--- src/rtl/lgn_pixel_packer.sv ---
// lgn_pixel_packer
// Front-end of the logic-gate-network classifier. Takes a raster stream of
// grayscale pixels, binarizes each one against a per-frame threshold, packs
// eight results per byte (first pixel in bit 7) and strobes each byte into
// the classifier's input shift register. After the last byte, a short settle
// interval lets the net, popcount and argmax logic resolve. Then frame_done
// pulses so that the classifier result can be sampled.
//
// state  | meaning
// -------+-------------------------------------------------------------
// IDLE   | waiting for a sof pixel; non-sof pixels are consumed, dropped
// LOAD   | accepting frame pixels, one byte strobe per eight pixels
// SETTLE | no pixels accepted; counting down before frame_done

module lgn_pixel_packer #(
  parameter int PIXELS        = 256,
  parameter int PIXEL_BITS    = 8,
  parameter int SETTLE_CYCLES = 2
) (
  input  logic                  i_clk,
  input  logic                  i_rst,
  input  logic [PIXEL_BITS-1:0] i_threshold,
  input  logic [PIXEL_BITS-1:0] i_pix_data,
  input  logic                  i_pix_sof,
  input  logic                  i_pix_valid,
  output logic                  o_pix_ready,
  output logic [7:0]            o_byte_data,
  output logic                  o_byte_valid,
  output logic                  o_frame_done,
  output logic                  o_frame_abort,
  output logic                  o_busy
);

  // Pixel counter is one bit wider than needed so it can hold PIXELS itself
  // without wrapping.
  localparam int CNT_W = $clog2(PIXELS) + 1;
  localparam int SET_W = $clog2(SETTLE_CYCLES + 1);

  localparam logic [CNT_W-1:0] CNT_ZERO = '0;
  localparam logic [CNT_W-1:0] CNT_ONE  = CNT_W'(1);
  localparam logic [CNT_W-1:0] LAST_PIX = CNT_W'(PIXELS - 1);
  localparam logic [SET_W-1:0] SET_ZERO = '0;
  localparam logic [SET_W-1:0] SET_ONE  = SET_W'(1);
  localparam logic [SET_W-1:0] SET_INIT = SET_W'(SETTLE_CYCLES);

  typedef enum logic [1:0] {
    S_IDLE   = 2'd0,
    S_LOAD   = 2'd1,
    S_SETTLE = 2'd2
  } state_t;

  state_t                r_state;
  logic [CNT_W-1:0]      r_pix_cnt;
  logic [SET_W-1:0]      r_set_cnt;
  logic [PIXEL_BITS-1:0] r_thr_q;
  logic [6:0]            r_shift;
  logic [7:0]            r_byte_data;
  logic                  r_byte_valid;
  logic                  r_frame_done;
  logic                  r_frame_abort;
  logic                  r_pix_ready;
  logic                  r_busy;

  logic                  w_accept;
  logic [PIXEL_BITS-1:0] w_thr;
  logic                  w_bit;
  logic                  w_group_end;
  logic                  w_last_pix;
  logic [7:0]            w_byte;

  // Accept qualification, binarization and byte assembly for the current pixel.
  // A sof pixel is compared against the incoming threshold, because thr_q
  // still holds the previous frame's value until this edge.
  always_comb begin
    w_accept    = i_pix_valid && r_pix_ready;
    w_thr       = i_pix_sof ? i_threshold : r_thr_q;
    w_bit       = (i_pix_data >= w_thr);
    w_group_end = (r_pix_cnt[2:0] == 3'd7);
    w_last_pix  = (r_pix_cnt == LAST_PIX);
    w_byte      = {r_shift, w_bit};
  end

  // Frame sequencer: state, counters, shift byte and all registered outputs.
  always_ff @(posedge i_clk) begin
    if (i_rst) begin
      r_state       <= S_IDLE;
      r_pix_cnt     <= CNT_ZERO;
      r_set_cnt     <= SET_ZERO;
      r_thr_q       <= '0;
      r_shift       <= '0;
      r_byte_data   <= '0;
      r_byte_valid  <= 1'b0;
      r_frame_done  <= 1'b0;
      r_frame_abort <= 1'b0;
      r_pix_ready   <= 1'b1;
      r_busy        <= 1'b0;
    end else begin
      r_byte_valid  <= 1'b0;
      r_frame_done  <= 1'b0;
      r_frame_abort <= 1'b0;

      case (r_state)
        S_IDLE: begin
          if (w_accept && i_pix_sof) begin
            r_thr_q   <= i_threshold;
            r_shift   <= {6'b0, w_bit};
            r_pix_cnt <= CNT_ONE;
            r_state   <= S_LOAD;
            r_busy    <= 1'b1;
          end
        end

        S_LOAD: begin
          if (w_accept) begin
            if (i_pix_sof) begin
              // Resync: the partial group is discarded and the frame restarts
              // on this pixel. Bytes already strobed are not recalled.
              r_thr_q       <= i_threshold;
              r_shift       <= {6'b0, w_bit};
              r_pix_cnt     <= CNT_ONE;
              r_frame_abort <= 1'b1;
            end else begin
              r_shift   <= {r_shift[5:0], w_bit};
              r_pix_cnt <= r_pix_cnt + CNT_ONE;
              if (w_group_end) begin
                r_byte_data  <= w_byte;
                r_byte_valid <= 1'b1;
              end
              if (w_last_pix) begin
                r_state     <= S_SETTLE;
                r_set_cnt   <= SET_INIT;
                r_pix_ready <= 1'b0;
              end
            end
          end
        end

        S_SETTLE: begin
          // The final byte strobe appears in the first cycle here. frame_done
          // therefore lands SETTLE_CYCLES cycles after it, together with the
          // return to IDLE.
          if (r_set_cnt == SET_ONE) begin
            r_state      <= S_IDLE;
            r_set_cnt    <= SET_ZERO;
            r_pix_cnt    <= CNT_ZERO;
            r_frame_done <= 1'b1;
            r_pix_ready  <= 1'b1;
            r_busy       <= 1'b0;
          end else begin
            r_set_cnt <= r_set_cnt - SET_ONE;
          end
        end

        default: begin
          r_state     <= S_IDLE;
          r_pix_cnt   <= CNT_ZERO;
          r_set_cnt   <= SET_ZERO;
          r_pix_ready <= 1'b1;
          r_busy      <= 1'b0;
        end
      endcase
    end
  end

  assign o_pix_ready   = r_pix_ready;
  assign o_byte_data   = r_byte_data;
  assign o_byte_valid  = r_byte_valid;
  assign o_frame_done  = r_frame_done;
  assign o_frame_abort = r_frame_abort;
  assign o_busy        = r_busy;

endmodule
--- config.mk ---
export PLATFORM = sky130hd
export DESIGN_NAME = lgn_pixel_packer
export DESIGN_NICKNAME = d
export VERILOG_FILES = /design/src/rtl/lgn_pixel_packer.sv
export SDC_FILE = /design/constraint.sdc
export NUM_CORES = 1
export LEC_CHECK = 0
export ABC_AREA = 1
export BUFFER_PORTS_ARGS = -buffer_cell sky130_fd_sc_hd__buf_2
export CELL_PAD_IN_SITES_DETAIL_PLACEMENT = 1
export CELL_PAD_IN_SITES_GLOBAL_PLACEMENT = 2
export CORE_ASPECT_RATIO = 0.5
export CORE_UTILIZATION = 28
export DETAILED_ROUTE_END_ITERATION = 8
export GPL_ROUTABILITY_DRIVEN = 0
export PLACE_DENSITY_LB_ADDON = 0.12
export RECOVER_POWER = 25
export SYNTH_ARGS = -nofsm -noshare
export SYNTH_HDL_FRONTEND = slang
export SYNTH_SLANG_ARGS = --single-unit
--- constraint.sdc ---
create_clock -name i_clk -period 1.5 [get_ports i_clk]
set_input_delay 0.3 -clock i_clk [delete_from_list [all_inputs] [get_ports i_clk]]
set_output_delay 0.3 -clock i_clk [all_outputs]
set_load 0.005 [all_outputs]
== Yosys cells after proc, flatten, opt, wreduce, memory -nomap -nowiden ==
Index checks and enable logic that the tools add are counted.
Cells by class
  add/subtract/negate cells: 2
  magnitude comparators: 1
  eq/ne operators: 10
  multiplexer cells: 32
  bitwise gates (word level): 5
  reductions and logical operators: 14
Operators by type and width (number)
  $mux W9: 4
  $pmux W9 S3: 1
  $mux W8: 3
  $mux W7: 3
  $pmux W8 S2: 1
  $pmux W7 S2: 1
  $mux W2: 6
  $pmux W2 S3: 2
  $ne A2 B2 Y1 const B: 5
  $reduce_and A5 Y1: 2
  $add A9 B1 Y9 const B: 1
  $eq A9 B8 Y1 const B: 1
  $mux W1: 9
  $reduce_and A3 Y1: 3
  $ge A8 B8 Y1: 1
  $reduce_and A4 Y1: 2
  $pmux W1 S3: 2
  $not A1 Y1: 5
  $eq A2 B1 Y1 const B: 2
  $reduce_or A4 Y1: 1
  $eq A3 B3 Y1 const B: 1
  $reduce_or A3 Y1: 1
  $eq A2 B2 Y1 const B: 1
  $logic_and A1 B1 Y1: 2
  other kinds (4): 4
Word-level totals
  register bits after elaboration: 41
  word-level logic and storage cells: 75

== Depth between registers and ports, before layout ==
  depth after elaboration: 5
  depth in mapped cells: 13

== Worst setup path after synthesis ==
Ideal clock, no wire load.
  path kind: reg-to-reg
  start: reg r_pix_cnt[0]
  end: reg r_pix_ready, in the netlist o_pix_ready
  arrival: 1.553 ns
  data required time: 1.388 ns
  path slack: -0.166 ns
  stages on the path, launching flop included: 11
  period minus slack after synthesis: 1.666 ns
  cell sequence: dfxtp_1 -> ha_1 -> nand2_1 -> nor2_1 -> and3_1 -> ha_1 -> nand3_1 -> a21oi_1 -> nand2_1 -> nand2_1 -> nand2_1
Between the ends
  longest elaborated chain between the ends: 3
RTL lines
  start: declaration: line 53  | logic [CNT_W-1:0] r_pix_cnt;
  start signal: assignment: line 124  | r_pix_cnt <= r_pix_cnt + CNT_ONE;
  $eq A9 B8 Y1: line 79  | w_last_pix = (r_pix_cnt == LAST_PIX);
  $ne A2 B2 Y1 (no line)
  $reduce_and A5 Y1 (no line)
  end signal: assignment: line 95  | r_pix_ready <= 1'b1;
  end signal: assignment: line 132  | r_pix_ready <= 1'b0;
  end signal: assignment: line 147  | r_pix_ready <= 1'b1;
  end: declaration: line 61  | logic r_pix_ready;
No other way between the ends.
A chain may end at the register's enable or synchronous reset.

== Final worst setup path ==
  start: reg r_pix_cnt[1]
  end: reg r_set_cnt[0]
Between the ends
  longest elaborated chain between the ends: 3
RTL lines
  $eq A9 B8 Y1: line 79
  $ne A2 B2 Y1 (no line)
  $reduce_and A4 Y1 (no line)
  end signal: assignment: line 150  | r_set_cnt <= r_set_cnt - SET_ONE;
  end: declaration: line 54  | logic [SET_W-1:0] r_set_cnt;
No other way between the ends.

==> metrics.md <==
| Metric | Value |
|---|---|
| Status | complete, but fails checks |
| Failing checks | DRC, setup timing |
| Max cap viols | 0 |
| Post-CTS Hold Fix Bufs | 0 |
| Post-synthesis sequential area ratio | 38.45% |
| Hold crit path type | primary input to flip-flop |
| Initial DRC count | 80 |
| CTS buffer count | 5 |
| GRT Overall Usage | 15.55% |
| DP Wirelength | 4298 µm |
| Starting Density | 29.04% |
| Clock tree root buffer cell | clkbuf_16 |
| Sw Pwr | 2.005 mW |
| DR vias/cell | 4.480 |
| CTS H-tree depth | 2 |
| N_diodes | 0 |
| Syn-to-layout area delta | 40.39% |
| Max frequency | 0.5897 GHz |
| Pwr Total | 5.089 mW |
| Rel. slew slack | 81.72% |
| Fin crit period | 1.696 ns |
| Fin crit share | 113.1% |
| Hold Path End | r_thr_q[4] |
| Fin nets | 417 |
| Final hold violations | 0 |
| Cell with the most instances after synthesis | nand2_1 |
| Wirelength per Cell | 12.47 µm |
| Post-Syn Instances | 311 |
| Global-route wire length before repair | 9798 µm |
| Fraction of layout instances using a drive strength above 1 | 31.59% |
| Hold Crit Depth | 3 |
| Kind of critical path | flip-flop to flip-flop |
| Largest net degree at the start of global routing | 19 |
| Layout Skew | 0.005897 ns |
| ANT nets after route | 0 |
| Net Sw Frac | 39.39% |
| Final setup viols | 5 |
| Sink Count | 41 |
| Final wirelength | 5973 µm |
| Post-synthesis register bit count | 41 |
| Die Span X | 125.5 µm |
| RSZ-0062 raised after global routing | yes |
| Internal power | 3.084 mW |
| Clk pin slew, worst setup/hold paths | 0.06 ns |
| Floorplan row count | 22 |
| Core footprint | 7350 µm² |
| Post-route setup slack | -0.1958 ns |
| Clock power frac | 22.4% |
| Cell taking the most area after synthesis | dfxtp_1 |
| Ports | 33 |
| CTS tree | built |
| Worst-Margin Slew | 0.2714 ns |
| Pleak | 1.447 nW |
| CTS max path bufs | 2 |
| Grt ovf | 0 |
| Hold path start | i_threshold[4] |
| Drt pass-1 iters | 6 |
| CP required | 1.71 ns |
| Buffers on Ports | 32 |
| VDD IR-drop max | 504.3 µV |
| Syn nets | 346 |
| CP endpoint kind | flip-flop |
| FF-to-FF End | r_set_cnt[0] |
| Post-synth EDFFs | 0 |
| Top cells by area, synth | dfxtp_1, nand2_1, nor2_1 |
| Clock Latency Late Sink | 0.29 ns |
| PwrDens | 1698 nW/µm² |
| FFs w/ async S/R, synth | 0% |
| R2R cell count | 10 |
| Total number of vias | 2,146 |
| CP Launch Type | flip-flop |
| Primary FF master, synth | dfxtp_1 |
| Initial antenna violation count | 0 |
| Total negative slack | -0.6181 ns |
| Total Die Area | 7998 µm² |
| Netlist cell types | 21 |
| Most frequent cells after synthesis | nand2_1, nor2_1, dfxtp_1 |
| Max FO, Critical Path | 5 |
| Post-synth top area share | 38.45% |
| Post-Syn Area | 2135 µm² |
| Post-route DRC | 3 |
| YS warnings | 0 |
| Max-slew violations | 0 |
| Logic pwr share | 49.7% |
| Vias in the first global route | 2,161 |
| Register share of total power | 27.9% |
| Reg-to-Reg Start | r_pix_cnt[1] |
| Mean post-synth cell area | 6.863 µm² |
| Die height | 63.74 µm |
| Worst R2R Setup Slack | -0.20 ns |
| WP data arrival | 1.90 ns |
## layout make-up
class	instances	area, µm²
flip-flops and latches	41	832.0
inverters	41	161.4
repair buffers	69	450.4
multi-input cells	224	1275
clock inverters	1	5.005
clock buffers	7	152.6
well taps	96	120.1
fillers	916	4353
## flip-flops by register name (all words and copies together) (netlist names)
name / count
o_frame_done: 1
o_frame_abort: 1
r_pix_cnt: 9
r_shift: 7
o_busy: 1
r_state: 2
r_set_cnt: 2
o_byte_valid: 1
o_pix_ready: 1
r_thr_q: 8
o_byte_data: 8
## per-layer routing
| metal | vias up | global-route usage (%) | wire [µm] |
|---|---|---|---|
| li1 | 1113 | - | - |
| met1 | 1010 | 20.40 | 2951 |
| met2 | 18 | 25.35 | 2816 |
| met3 | 5 | 3.853 | 160 |
| met4 | 0 | 4.573 | 44 |
| met5 | - | 0 | 0 |
## critical path, cell delays in order (launching register included)
cell and delay (ns):
dfxtp_2 0.35, ha_4 0.14, nand2_2 0.06, nor2_2 0.09, and3_1 0.16, ha_2 0.19
nand3_4 0.09, a21oi_4 0.24, buf_6 0.12, nor2_1 0.03, nor2_1 0.14
## worst max path at each step
stage / depth (start not counted) / from / end / slack [ns]
6_report: 10 / r_pix_cnt[1] / r_set_cnt[0] / -0.20
3_3_place_gp: 13 / i_pix_sof / o_byte_data[0] / -0.20
4_1_cts: 10 / r_pix_cnt[1] / r_set_cnt[1] / -0.09
3_5_place_dp: 13 / i_pix_sof / r_shift[0] / -0.24
2_1_floorplan: 10 / r_pix_cnt[1] / o_pix_ready / -0.02
5_1_grt: 10 / r_pix_cnt[1] / r_set_cnt[0] / -0.34
## cells in the final DEF, fill, tap and decap left out, drive strengths merged
master,Yosys,routed
a21oi,14,14
inv,41,41
buf,2,67
o21bai,1,1
and3,1,1
ha,15,15
o21ai,19,19
nor3,1,1
nand4,4,4
nor2,59,59
o21a,1,1
clkinv,0,1
clkbuf,3,9
nand3,20,20
nand2,89,89
dfxtp,41,41
## power groups by stage
| stage | Clock [mW] | Combinational, mW | Sequential [mW] |
|---|---|---|---|
| floorplan | 0 | 1.39 | 1.41 |
| global placement | 0 | 2.04 | 1.41 |
| detailed placement | 0 | 2.11 | 1.42 |
| CTS | 1.19 | 2.28 | 1.41 |
| global route | 1.24 | 2.84 | 1.44 |
| finish | 1.14 | 2.53 | 1.42 |
## metrics by stage
step | worst slack (ns) | instance area, µm² | std cells | hold slack, ns | util, %
finish | -0.1958 | 2997 | 479 | 0.2517 | 40.77
detailed placement | -0.2400 | 2638 | 464 | 0.4464 | 35.89
floorplan | -0.02326 | 2167 | 311 | 0.4349 | -
global placement | -0.1951 | 2638 | 464 | 0.4353 | 35.89
global route | -0.3353 | 2997 | 479 | 0.2735 | 40.77
CTS | -0.09479 | 2874 | 475 | 0.2509 | 39.10
## logic make-up (layout without fill, tap and decap cells)
| family | count (synthesis) | count (layout) | share of synthesized area, % |
|---|---|---|---|
| compound gates | 35 | 35 | 8.441 |
| fa+ha+maj | 15 | 15 | 8.792 |
| buf+inv | 46 | 118 | 8.792 |
| flops | 41 | 41 | 38.45 |
| simple gates | 174 | 174 | 35.52 |
## timing repair
| action | 4_1_cts | 5_1_grt |
|---|---|---|
| hold endpoints to repair | 0 | 0 |
| resized for setup | 13 | 33 |
| buffers inserted | 3 | 4 |
| endpoints found under the setup margin | 22 | 28 |
| gates cloned | 0 | 0 |
| pin swaps | 4 | 12 |
No activity file was read; power rests on OpenSTA's default activity.
